===== src/rtl/fsum_acc_pkg.sv =====
// fsum_acc_pkg: shared constants and types for the full-sum accumulator.
//   DW          default data width (signed two's complement)
//   LANES       default partial products per input beat
//   MAX_O_SIDE  default number of output positions in the partial-sum buffer
//   BURST_LEN   lanes reduced per beat (same as LANES)
//   state_e     control FSM states
package fsum_acc_pkg;

   localparam int unsigned DW         = 16;
   localparam int unsigned LANES      = 8;
   localparam int unsigned MAX_O_SIDE = 128;
   localparam int unsigned BURST_LEN  = LANES;

   typedef enum logic [1:0] {
      ST_IDLE  = 2'd0,
      ST_ACC   = 2'd1,
      ST_WRITE = 2'd2,
      ST_EMIT  = 2'd3
   } state_e;

endpackage


===== src/rtl/fsum_acc_sat_add.sv =====
// sat_add: combinational signed saturating adder.
//   a_i, b_i  DW-bit signed operands
//   sum_o     a_i + b_i clamped to [-(2^(DW-1)), 2^(DW-1)-1]
//   ovf_o     high when the clamp was applied
module sat_add #(
   parameter int unsigned DW = fsum_acc_pkg::DW
) (
   input  logic [DW-1:0] a_i,
   input  logic [DW-1:0] b_i,
   output logic [DW-1:0] sum_o,
   output logic          ovf_o
);

   import fsum_acc_pkg::*;

   logic [DW:0] sum_x;

   assign sum_x = {a_i[DW-1], a_i} + {b_i[DW-1], b_i};

   // The DW+1-bit result fits in DW bits only when its top two bits agree.
   assign ovf_o = sum_x[DW] ^ sum_x[DW-1];

   always_comb begin
      sum_o = sum_x[DW-1:0];
      if (ovf_o) begin
         sum_o = sum_x[DW] ? {1'b1, {(DW-1){1'b0}}} : {1'b0, {(DW-1){1'b1}}};
      end
   end

endmodule


===== src/rtl/fsum_acc.sv =====
// fsum_acc: full-sum accumulator between the MAC result FIFO and the output
// writeback FIFO. Each beat's active lanes are added one per cycle onto either
// the bias (first input channel) or the stored partial sum for that position;
// the result is written back, or on the last channel emitted (optional ReLU)
// and the entry cleared.
//   clk, rst_n          clock, asynchronous active-low reset
//   in_valid/in_ready   input beat handshake
//   in_data             LANES x DW partial products, lane i at [DW*i +: DW]
//   in_lanes            active lane count (0 or >LANES means LANES)
//   in_index            output position (>= DEPTH drops the beat)
//   in_first, in_last   first / last input channel flags
//   bias, relu_en       sampled at accept
//   out_valid/out_ready final-sum handshake
//   out_data, out_index final sum and its position
//   ovf, ovf_clr        sticky saturation flag and its synchronous clear
module fsum_acc #(
   parameter int unsigned DW    = fsum_acc_pkg::DW,
   parameter int unsigned LANES = fsum_acc_pkg::BURST_LEN,
   parameter int unsigned DEPTH = fsum_acc_pkg::MAX_O_SIDE,
   parameter int unsigned IDXW  = 7,
   parameter int unsigned LCW   = 4
) (
   input  logic                clk,
   input  logic                rst_n,
   input  logic                in_valid,
   output logic                in_ready,
   input  logic [LANES*DW-1:0] in_data,
   input  logic [LCW-1:0]      in_lanes,
   input  logic [IDXW-1:0]     in_index,
   input  logic                in_first,
   input  logic                in_last,
   input  logic [DW-1:0]       bias,
   input  logic                relu_en,
   output logic                out_valid,
   input  logic                out_ready,
   output logic [DW-1:0]       out_data,
   output logic [IDXW-1:0]     out_index,
   output logic                ovf,
   input  logic                ovf_clr
);

   import fsum_acc_pkg::*;

   state_e               state_q, state_d;
   logic [DW-1:0]        acc_q, acc_d;
   logic [LCW-1:0]       lane_cnt_q, lane_cnt_d;
   logic [LCW-1:0]       n_q, n_d;
   logic [IDXW-1:0]      idx_q, idx_d;
   logic                 last_q, last_d;
   logic                 relu_q, relu_d;
   logic [LANES*DW-1:0]  data_q, data_d;
   logic                 out_valid_q, out_valid_d;
   logic [DW-1:0]        out_data_q, out_data_d;
   logic [IDXW-1:0]      out_index_q, out_index_d;
   logic                 ovf_q, ovf_d;

   logic [DW-1:0]        psum_q [DEPTH];
   logic [DW-1:0]        psum_rd;
   logic                 psum_we;

   logic                 accept;
   logic                 idx_ok;
   logic [LCW-1:0]       lanes_eff;
   logic [DW-1:0]        lane_val;
   logic [DW-1:0]        sat_sum;
   logic                 sat_ovf;
   logic                 ovf_set;

   // Out-of-range indices are only possible when DEPTH < 2^IDXW.
   if (DEPTH >= (1 << IDXW)) begin : g_idx_full
      assign idx_ok = 1'b1;
   end else begin : g_idx_part
      assign idx_ok = (in_index < IDXW'(DEPTH));
   end

   assign accept    = in_valid & in_ready;
   assign lanes_eff = ((in_lanes == '0) || (in_lanes > LCW'(LANES))) ? LCW'(LANES) : in_lanes;
   assign psum_rd   = psum_q[in_index];
   assign lane_val  = DW'(data_q >> (32'(lane_cnt_q) * DW));
   assign ovf_set   = (state_q == ST_ACC) && sat_ovf;

   sat_add #(
      .DW(DW)
   ) u_sat_add (
      .a_i  (acc_q),
      .b_i  (lane_val),
      .sum_o(sat_sum),
      .ovf_o(sat_ovf)
   );

   // ---------------- FSM: state register ----------------
   always_ff @(posedge clk or negedge rst_n) begin
      if (!rst_n) begin
         state_q <= ST_IDLE;
      end else begin
         state_q <= state_d;
      end
   end

   // ---------------- FSM: next state ----------------
   always_comb begin
      state_d = state_q;
      case (state_q)
         ST_IDLE:  if (accept && idx_ok) state_d = ST_ACC;
         ST_ACC:   if (lane_cnt_q == (n_q - 1'b1)) state_d = ST_WRITE;
         ST_WRITE: state_d = last_q ? ST_EMIT : ST_IDLE;
         ST_EMIT:  if (out_ready) state_d = ST_IDLE;
         default:  state_d = ST_IDLE;
      endcase
   end

   // ---------------- FSM: outputs ----------------
   always_comb begin
      in_ready = (state_q == ST_IDLE) && rst_n;
      psum_we  = (state_q == ST_WRITE);
   end

   // ---------------- Datapath next state ----------------
   always_comb begin
      acc_d       = acc_q;
      lane_cnt_d  = lane_cnt_q;
      n_d         = n_q;
      idx_d       = idx_q;
      last_d      = last_q;
      relu_d      = relu_q;
      data_d      = data_q;
      out_valid_d = out_valid_q;
      out_data_d  = out_data_q;
      out_index_d = out_index_q;

      case (state_q)
         ST_IDLE: begin
            if (accept && idx_ok) begin
               data_d     = in_data;
               n_d        = lanes_eff;
               idx_d      = in_index;
               last_d     = in_last;
               relu_d     = relu_en;
               acc_d      = in_first ? bias : psum_rd;
               lane_cnt_d = '0;
            end
         end
         ST_ACC: begin
            acc_d      = sat_sum;
            lane_cnt_d = lane_cnt_q + 1'b1;
         end
         ST_WRITE: begin
            if (last_q) begin
               out_data_d  = (relu_q && acc_q[DW-1]) ? '0 : acc_q;
               out_index_d = idx_q;
               out_valid_d = 1'b1;
            end
         end
         ST_EMIT: begin
            if (out_ready) out_valid_d = 1'b0;
         end
         default: ;
      endcase

      // A saturation in the same cycle as a clear keeps the flag set.
      ovf_d = ovf_q;
      if (ovf_clr) ovf_d = 1'b0;
      if (ovf_set) ovf_d = 1'b1;
   end

   always_ff @(posedge clk or negedge rst_n) begin
      if (!rst_n) begin
         acc_q       <= '0;
         lane_cnt_q  <= '0;
         n_q         <= '0;
         idx_q       <= '0;
         last_q      <= 1'b0;
         relu_q      <= 1'b0;
         data_q      <= '0;
         out_valid_q <= 1'b0;
         out_data_q  <= '0;
         out_index_q <= '0;
         ovf_q       <= 1'b0;
      end else begin
         acc_q       <= acc_d;
         lane_cnt_q  <= lane_cnt_d;
         n_q         <= n_d;
         idx_q       <= idx_d;
         last_q      <= last_d;
         relu_q      <= relu_d;
         data_q      <= data_d;
         out_valid_q <= out_valid_d;
         out_data_q  <= out_data_d;
         out_index_q <= out_index_d;
         ovf_q       <= ovf_d;
      end
   end

   // Partial-sum buffer: the last channel clears its entry for the next tile.
   always_ff @(posedge clk or negedge rst_n) begin
      if (!rst_n) begin
         for (int unsigned i = 0; i < DEPTH; i++) begin
            psum_q[i] <= '0;
         end
      end else if (psum_we) begin
         psum_q[idx_q] <= last_q ? '0 : acc_q;
      end
   end

   assign out_valid = out_valid_q;
   assign out_data  = out_data_q;
   assign out_index = out_index_q;
   assign ovf       = ovf_q;

endmodule


===== config.mk =====
export PLATFORM = sky130hd
export DESIGN_NAME = fsum_acc
export DESIGN_NICKNAME = d
export VERILOG_FILES = /design/src/rtl/fsum_acc_pkg.sv /design/src/rtl/fsum_acc_sat_add.sv /design/src/rtl/fsum_acc.sv
export SDC_FILE = /design/constraint.sdc
export NUM_CORES = 2
export LEC_CHECK = 0
export ABC_CLOCK_PERIOD_IN_PS = 4800
export CORE_MARGIN = 4
export CORE_UTILIZATION = 50
export CTS_CLUSTER_DIAMETER = 80
export DETAILED_ROUTE_END_ITERATION = 10
export PLACE_DENSITY = 0.77
export REMOVE_ABC_BUFFERS = 1
export SYNTH_ARGS = -nofsm -noshare
export SYNTH_HDL_FRONTEND = slang
export SYNTH_SLANG_ARGS = --single-unit
export TNS_END_PERCENT = 100

===== constraint.sdc =====
create_clock -name clk -period 4.8 [get_ports clk]
set_input_delay 0.72 -clock clk [delete_from_list [all_inputs] [get_ports clk]]
set_output_delay 0.72 -clock clk [all_outputs]
set_load 0.05 [all_outputs]

---- Word-level counts from Yosys, hierarchy flattened ----
Cells that the tools add are included.
cells by class
  add/sub/neg operators ................... 3
  order comparisons ....................... 4
  eq/ne operators ......................... 8
  shift-type cells ........................ 1
  mux-type cells .......................... 26
  bitwise gates (word level) .............. 4
  reductions and logical operators ........ 15
operators with widths
  operator             number
  $bwmux 2048          1
  $mux 16              9
  $shr 128x8->16       1
  $bmux 16 s7          1
  $demux 16 s7         1
  $pmux 16 s2          1
  $add 16x16->17       1
  $ge 8x8->1 const B   2
  $not 7->8            2
  $lt 8x1->1 const B   1
  $mux 2               4
  $mux 4               2
  $pmux 2 s4           1
  $pmux 4 s2           1
  $ne 2x2->1 const B   3
  $reduce_and 2->1     3
  $reduce_and 3->1     2
  $reduce_bool 2->1    3
  $add 4x1->4 const B  1
  $eq 2x2->1 const B   2
  $eq 4x4->1           1
  $gt 4x4->1 const B   1
  $logic_and 1x1->1    4
  $logic_not 4->1      1
  other kinds (9)      12
storage, ports and cells
  bits in registers ....................... 2236
  input bits .............................. 163
  output and inout port bits .............. 26
  word-level logic and storage cells ...... 201

---- Depth between registers and ports, before layout ----
  word-level depth ........................ 7
  mapped depth ............................ 16
  mapped depth without buffers ............ 13

---- By module ----
A second synthesis with hierarchy kept.
second synthesis, totals
  cell total of the unflattened synthesis .. 9632
  area total of the unflattened synthesis .. 99909.6 um^2
modules (own cells, without submodules)
  module    instances  cells each  area each (um^2)  seq. area each (um^2)
  fsum_acc  1          9493        98891.1           55953.7
  sat_add   1          139         1018.5            0.0

---- Least setup slack after synthesis ----
No wires, ideal clock.
  kind .................................... flip-flop to flip-flop
  from .................................... reg lane_cnt_q[0]
  to ...................................... reg acc_q[11]
  setup time .............................. 146 ps
  arrival ................................. 4036 ps
  required time ........................... 4654 ps
  slack ................................... 618 ps
  stages on the path, launching flop included .. 15
  buffers on the path ..................... 3
  clock period less this slack ............ 4182 ps
  cell sequence ........................... dfrtp_1 clkbuf_1 clkbuf_1 mux4_2 mux2i_1 nor2_1 ha_1 nand3_1 nor3_1 o21ai_0 a31oi_1 mux2i_1 or2_2 buf_1 o2111ai_1
between the ends
  longest elaborated chain between the ends .. 5
  elaborated cells on any way between the ends .. 6
  classes of those cells .................. add/sub: 1; shift: 1; mux: 3; bitwise: 1
ends and longest elaborated chain
  what                                    RTL line                                        text
  from (decl)                             fsum_acc.sv:46                                  logic [LCW-1:0] lane_cnt_q, lane_cnt_d;
  from (signal assigned)                  fsum_acc.sv:181                                 lane_cnt_q <= lane_cnt_d;
  $shr 128x8->16 *                        fsum_acc.sv:79                                  assign lane_val = DW'(data_q >> (32'(lane_cnt_q) * DW));
  $add 16x16->17 *                        fsum_acc_sat_add.sv:18                          assign sum_x = {a_i[DW-1], a_i} + {b_i[DW-1], b_i};
  $mux 16 or $xor 1x1->1 (tied branches)  fsum_acc_sat_add.sv:26, fsum_acc_sat_add.sv:21
  $mux 16 *                               fsum_acc_sat_add.sv:25                          if (ovf_o) begin
  $pmux 16 s2 *                           fsum_acc.sv:131                                 case (state_q)
  to (signal assigned)                    fsum_acc.sv:168                                 acc_q <= '0;
  to (signal assigned)                    fsum_acc.sv:180                                 acc_q <= acc_d;
  to (decl)                               fsum_acc.sv:45                                  logic [DW-1:0] acc_q, acc_d;
Every way passes the cells marked *; elsewhere a longest branch is shown, timed or not.
A chain may end at the register's enable or synchronous reset.

---- Worst setup path in the final report ----
Same ends and word-level chain as after synthesis.

==> implementation parameters <==
Parameter                              Value

Die
  Number of top-level pins    between 150 and 200
  Die extent in x    between 400 and 500 um
  Count of standard-cell rows    approximately 160
  Initial standard-cell utilization of the core    around 50%
  Placeable core region    about 190000 um2
  Die H    between 400 and 500 um
  Overall die area    ~200000 um2

Clocking
  Clock tree buffer depth    3
  Clock tree from TritonCTS    done
  Buffer cell driving the clock tree root    clkbuf_16
  Worst-path clk slew    roughly 70 ps
  Number of levels the H-tree was split into    4
  Clock sink total    approximately 2200
  Latest clock arrival within the worst-skew pair    910 ps
  Cts bufs inserted    215

Power
  Switch Pwr    approximately 17000 uW
  PwrDens    approximately 470 nW/um2
  Sequential cell fraction of total power    42.4%
  Cell internal power dissipation    34200 uW
  Combinational fraction of design power    between 20% and 30%
  Worst VDD drop    roughly 590 uV
  Relative contribution of the clock network to total power    between 30% and 40%
  Leakage power total    roughly 0.048 uW
  Switch share    between 30 and 40%

Route
  Met1 Routed Length    between 100 and 150 mm
  Post-detailed-routing wire length    around 310 mm
  Detail-routed via count per cell    roughly 6.3
  Routed wire per std cell    roughly 26 um
  Vias    around 74000
  Number of DRC violations after detailed-routing iteration 0    approximately 9100
  Met3 wire len    35.2 mm
  DRC    0
  Number of nets with antenna violations after routing    0
  Highest metal layer with signal wires    met5
  TritonRoute pass-1 iters    8
  Detailed route wirelength on metal2    138 mm

Status
  Run status    finished, final reports clean

Logic synthesis
  Mean instance size in the synthesized netlist    between 10 and 15 um2
  Sequential cell area fraction in the yosys report    between 50% and 60%
  List of most frequent post-synthesis cells    nand2_1, dfrtp_1, o21ai_0
  Summed instance area of the synthesized netlist    between 90000 and 100000 um2
  Portion of synthesized cell area occupied by the leading cell type    57.1%
  Most frequently used cell type in the post-synthesis netlist    nand2_1
  Largest area contributor in the netlist    dfrtp_1
  Synthesis-stage register bit count    approximately 2200
  Async set-or-reset flop fraction in the synthesized netlist    100%
  Most frequently used flop master after synthesis    dfrtp_1
  Top post-synthesis cells by area    dfrtp_1, mux4_2, o21ai_0, nand2_1, clkbuf_1
  Number of enable-type register cells in the synthesized netlist    0
  Number of instances in the synthesized netlist    ~9200
  Count of distinct cell types in the synthesized netlist    between 70 and 80
  Number of warnings reported in the yosys synthesis log    0

Critical path
  End of the worst register-to-register path    acc_q[11]
  Maximum fanout along the worst path    18
  Data arrival time of the critical path    5080 ps
  Worst setup SP type    register
  Required time at the worst-slack endpoint    ~5600 ps
  Number of cells on the worst reg-to-reg path    12
  Crit path capture type    register
  Launch instance of the worst register-to-register path    lane_cnt_q[0]
  Register-to-register setup slack    ~470 ps
  Worst setup path category    reg -> reg

STA
  Portion of the clock cycle consumed by the worst path in the final layout    between 90% and 100%
  Unrepaired setup endpoints after global routing    no
  Achievable Freq    231 MHz
  Worst slew margin relative to its limit    5.37%
  Final critical path time including I/O delays and setup    4330 ps
  Final Hold Fails    0
  Aggregate negative setup slack    0 ps
  Final Setup Violations    0
  Post-route setup slack    about 470 ps
  Worst-margin pin slew    about 1400 ps
  Final-report max-slew violation count    0
  Fin Clk Skew    94.9 ps

Global routing
  GR Overflow Total    0
  Number of global-route vias before repair    ~74000
  Overall track demand over capacity in global routing    approximately 31%
  First-pass GRT wire length    around 470 mm
  Initial antenna violation count    15
  Pin count of the biggest net entering global routing    178

Min path
  Worst-case hold path end point    data_q[81]
  Worst hold-check path type    in -> reg
  Worst hold path startpoint    in_data[81]
  Hold Path Stages    3

Layout
  Fraction of final layout cells sized beyond drive strength 1    13.6%
  Post-Route Utilization    56.4%
  Layout area overhead    12.2%
  Number of nets at the end of the flow    between 9000 and 10000
  FILL cells    around 15000

Job
  Reported max-cap violation count    0

Placement
  Input/output buffers    188
  Sum of net half-perimeters after detailed placement    just under 200 mm
  Routability-driven placement congestion ratio    between 0.9 and 1
  Worst slack at placement    between 300 and 400 ps
==> worst max path at each step <==
stage	start	end	slack, ps	depth (start not counted)
finish	lane_cnt_q[0]	acc_q[11]	470	12
global placement	lane_cnt_q[0]	acc_q[1]	360	12
detailed placement	lane_cnt_q[0]	acc_q[12]	310	12
floorplan	in_valid	acc_q[12]	4	4
global route	lane_cnt_q[0]	acc_q[12]	80	12
CTS	lane_cnt_q[0]	acc_q[12]	290	12
==> routing by layer <==
metal  global-route usage [%]  vias up
met5                        0        -
met2                     45.2     4353
met3                     8.93     1048
met1                     39.4    37422
met4                     20.2        2
li1                         -    31475
==> through the flow <==
| step | std cells | power [uW] | instance area, um2 | hold WS (ps) |
|---|---|---|---|---|
| after floorplan | 8326 | 28000 | 94300 | 424 |
| after global placement | 11434 | 33600 | 102000 | 452 |
| after detailed placement | 11434 | 33900 | 102000 | 461 |
| after CTS | 11833 | 51400 | 110000 | 312 |
| after global routing | 11839 | 53500 | 110000 | 344 |
| final | 11846 | 51600 | 110000 | 349 |
==> sequential cells by signal, summed over array words and instances, names as in the netlist <==
| name | count |
|---|---|
| psum_q | 2048 |
| data_q | 128 |
| out_index | 7 |
| out_data | 16 |
| ovf | 1 |
| acc_q | 16 |
| idx_q | 7 |
| state_q | 2 |
| relu_q | 1 |
| last_q | 1 |
| n_q | 4 |
| lane_cnt_q | 4 |
| out_valid | 1 |
==> layout by cell type, fill, tap and decap left out, types with 13 or more instances in the layout <==
| cell type | n |
|---|---|
| nand2_1 | 2681 |
| dfrtp_1 | 2235 |
| o21ai_0 | 2098 |
| mux4_2 | 553 |
| buf_4 | 254 |
| clkbuf_16 | 215 |
| clkdlybuf4s50_1 | 181 |
| a22oi_1 | 97 |
| mux2i_1 | 81 |
| nor2_1 | 77 |
| clkbuf_8 | 55 |
| a21oi_1 | 52 |
| clkbuf_1 | 52 |
| buf_12 | 44 |
| nand3_1 | 37 |
| clkinv_2 | 36 |
| nor2b_1 | 27 |
| nor3_1 | 26 |
| a221oi_1 | 26 |
| a22o_1 | 24 |
| a211oi_1 | 21 |
| nand2b_1 | 20 |
| ha_1 | 18 |
| nand2_4 | 17 |
| inv_1 | 16 |
| nand4_1 | 16 |
| bufinv_16 | 16 |
| o22ai_1 | 15 |
| o2111ai_1 | 14 |
| diode_2 | 13 |
| mux2_2 | 13 |
==> cell type report <==
type	count	area [um2]	share of cell area, %
antenna	13	32.5	0.0296
clock buffer	322	6330	5.76
multi-input combinational	6073	38500	35.0
sequential	2236	56000	50.9
clock inverter	76	1080	0.986
inverter	17	63.8	0.0581
timing repair buffer	485	4690	4.26
tap	2624	3280	2.99
==> what timing repair did <==
action,in CTS,in global routing
hold buffers,1,0
buffers inserted,0,0
gates resized for setup,0,1
hold endpoints to repair,87,0
endpoints found under the setup margin,0,9
==> worst max-delay path: stages (launching register included) <==
cell	delay, ps
dfrtp_2	760
buf_12	230
mux4_2	500
mux2i_1	270
nor2_1	90
ha_1	410
nand3_1	100
nor3_1	220
o21ai_0	220
a31oi_1	430
mux2i_2	500
or2_2	300
o2111ai_1	130
==> kinds of logic (layout without fill, tap and decap cells) <==
group | Yosys count | after routing | synth area share (%)
other | 0 | 13 | 0
and+or+nand+nor | 2967 | 2967 | 11.8
xor gates and xnor gates | 12 | 12 | 0.107
buffers and inverters | 886 | 900 | 3.79
muxes | 648 | 648 | 13.7
DFF | 2236 | 2236 | 57.1
adders and majority gates | 19 | 19 | 0.250
AOI/OAI and AO/OA | 2427 | 2427 | 13.2
==> power groups by stage <==
stage                     clock, uW  combinational, uW  sequential, uW
after global placement            0              11600           22100
after CTS                     17800              11900           21800
after detailed placement          0              11800           22100
after floorplan                   0               6110           21900
final                         17700              12100           21900
after global routing          18500              13000           22000
Power figures use the tool's default switching activity.
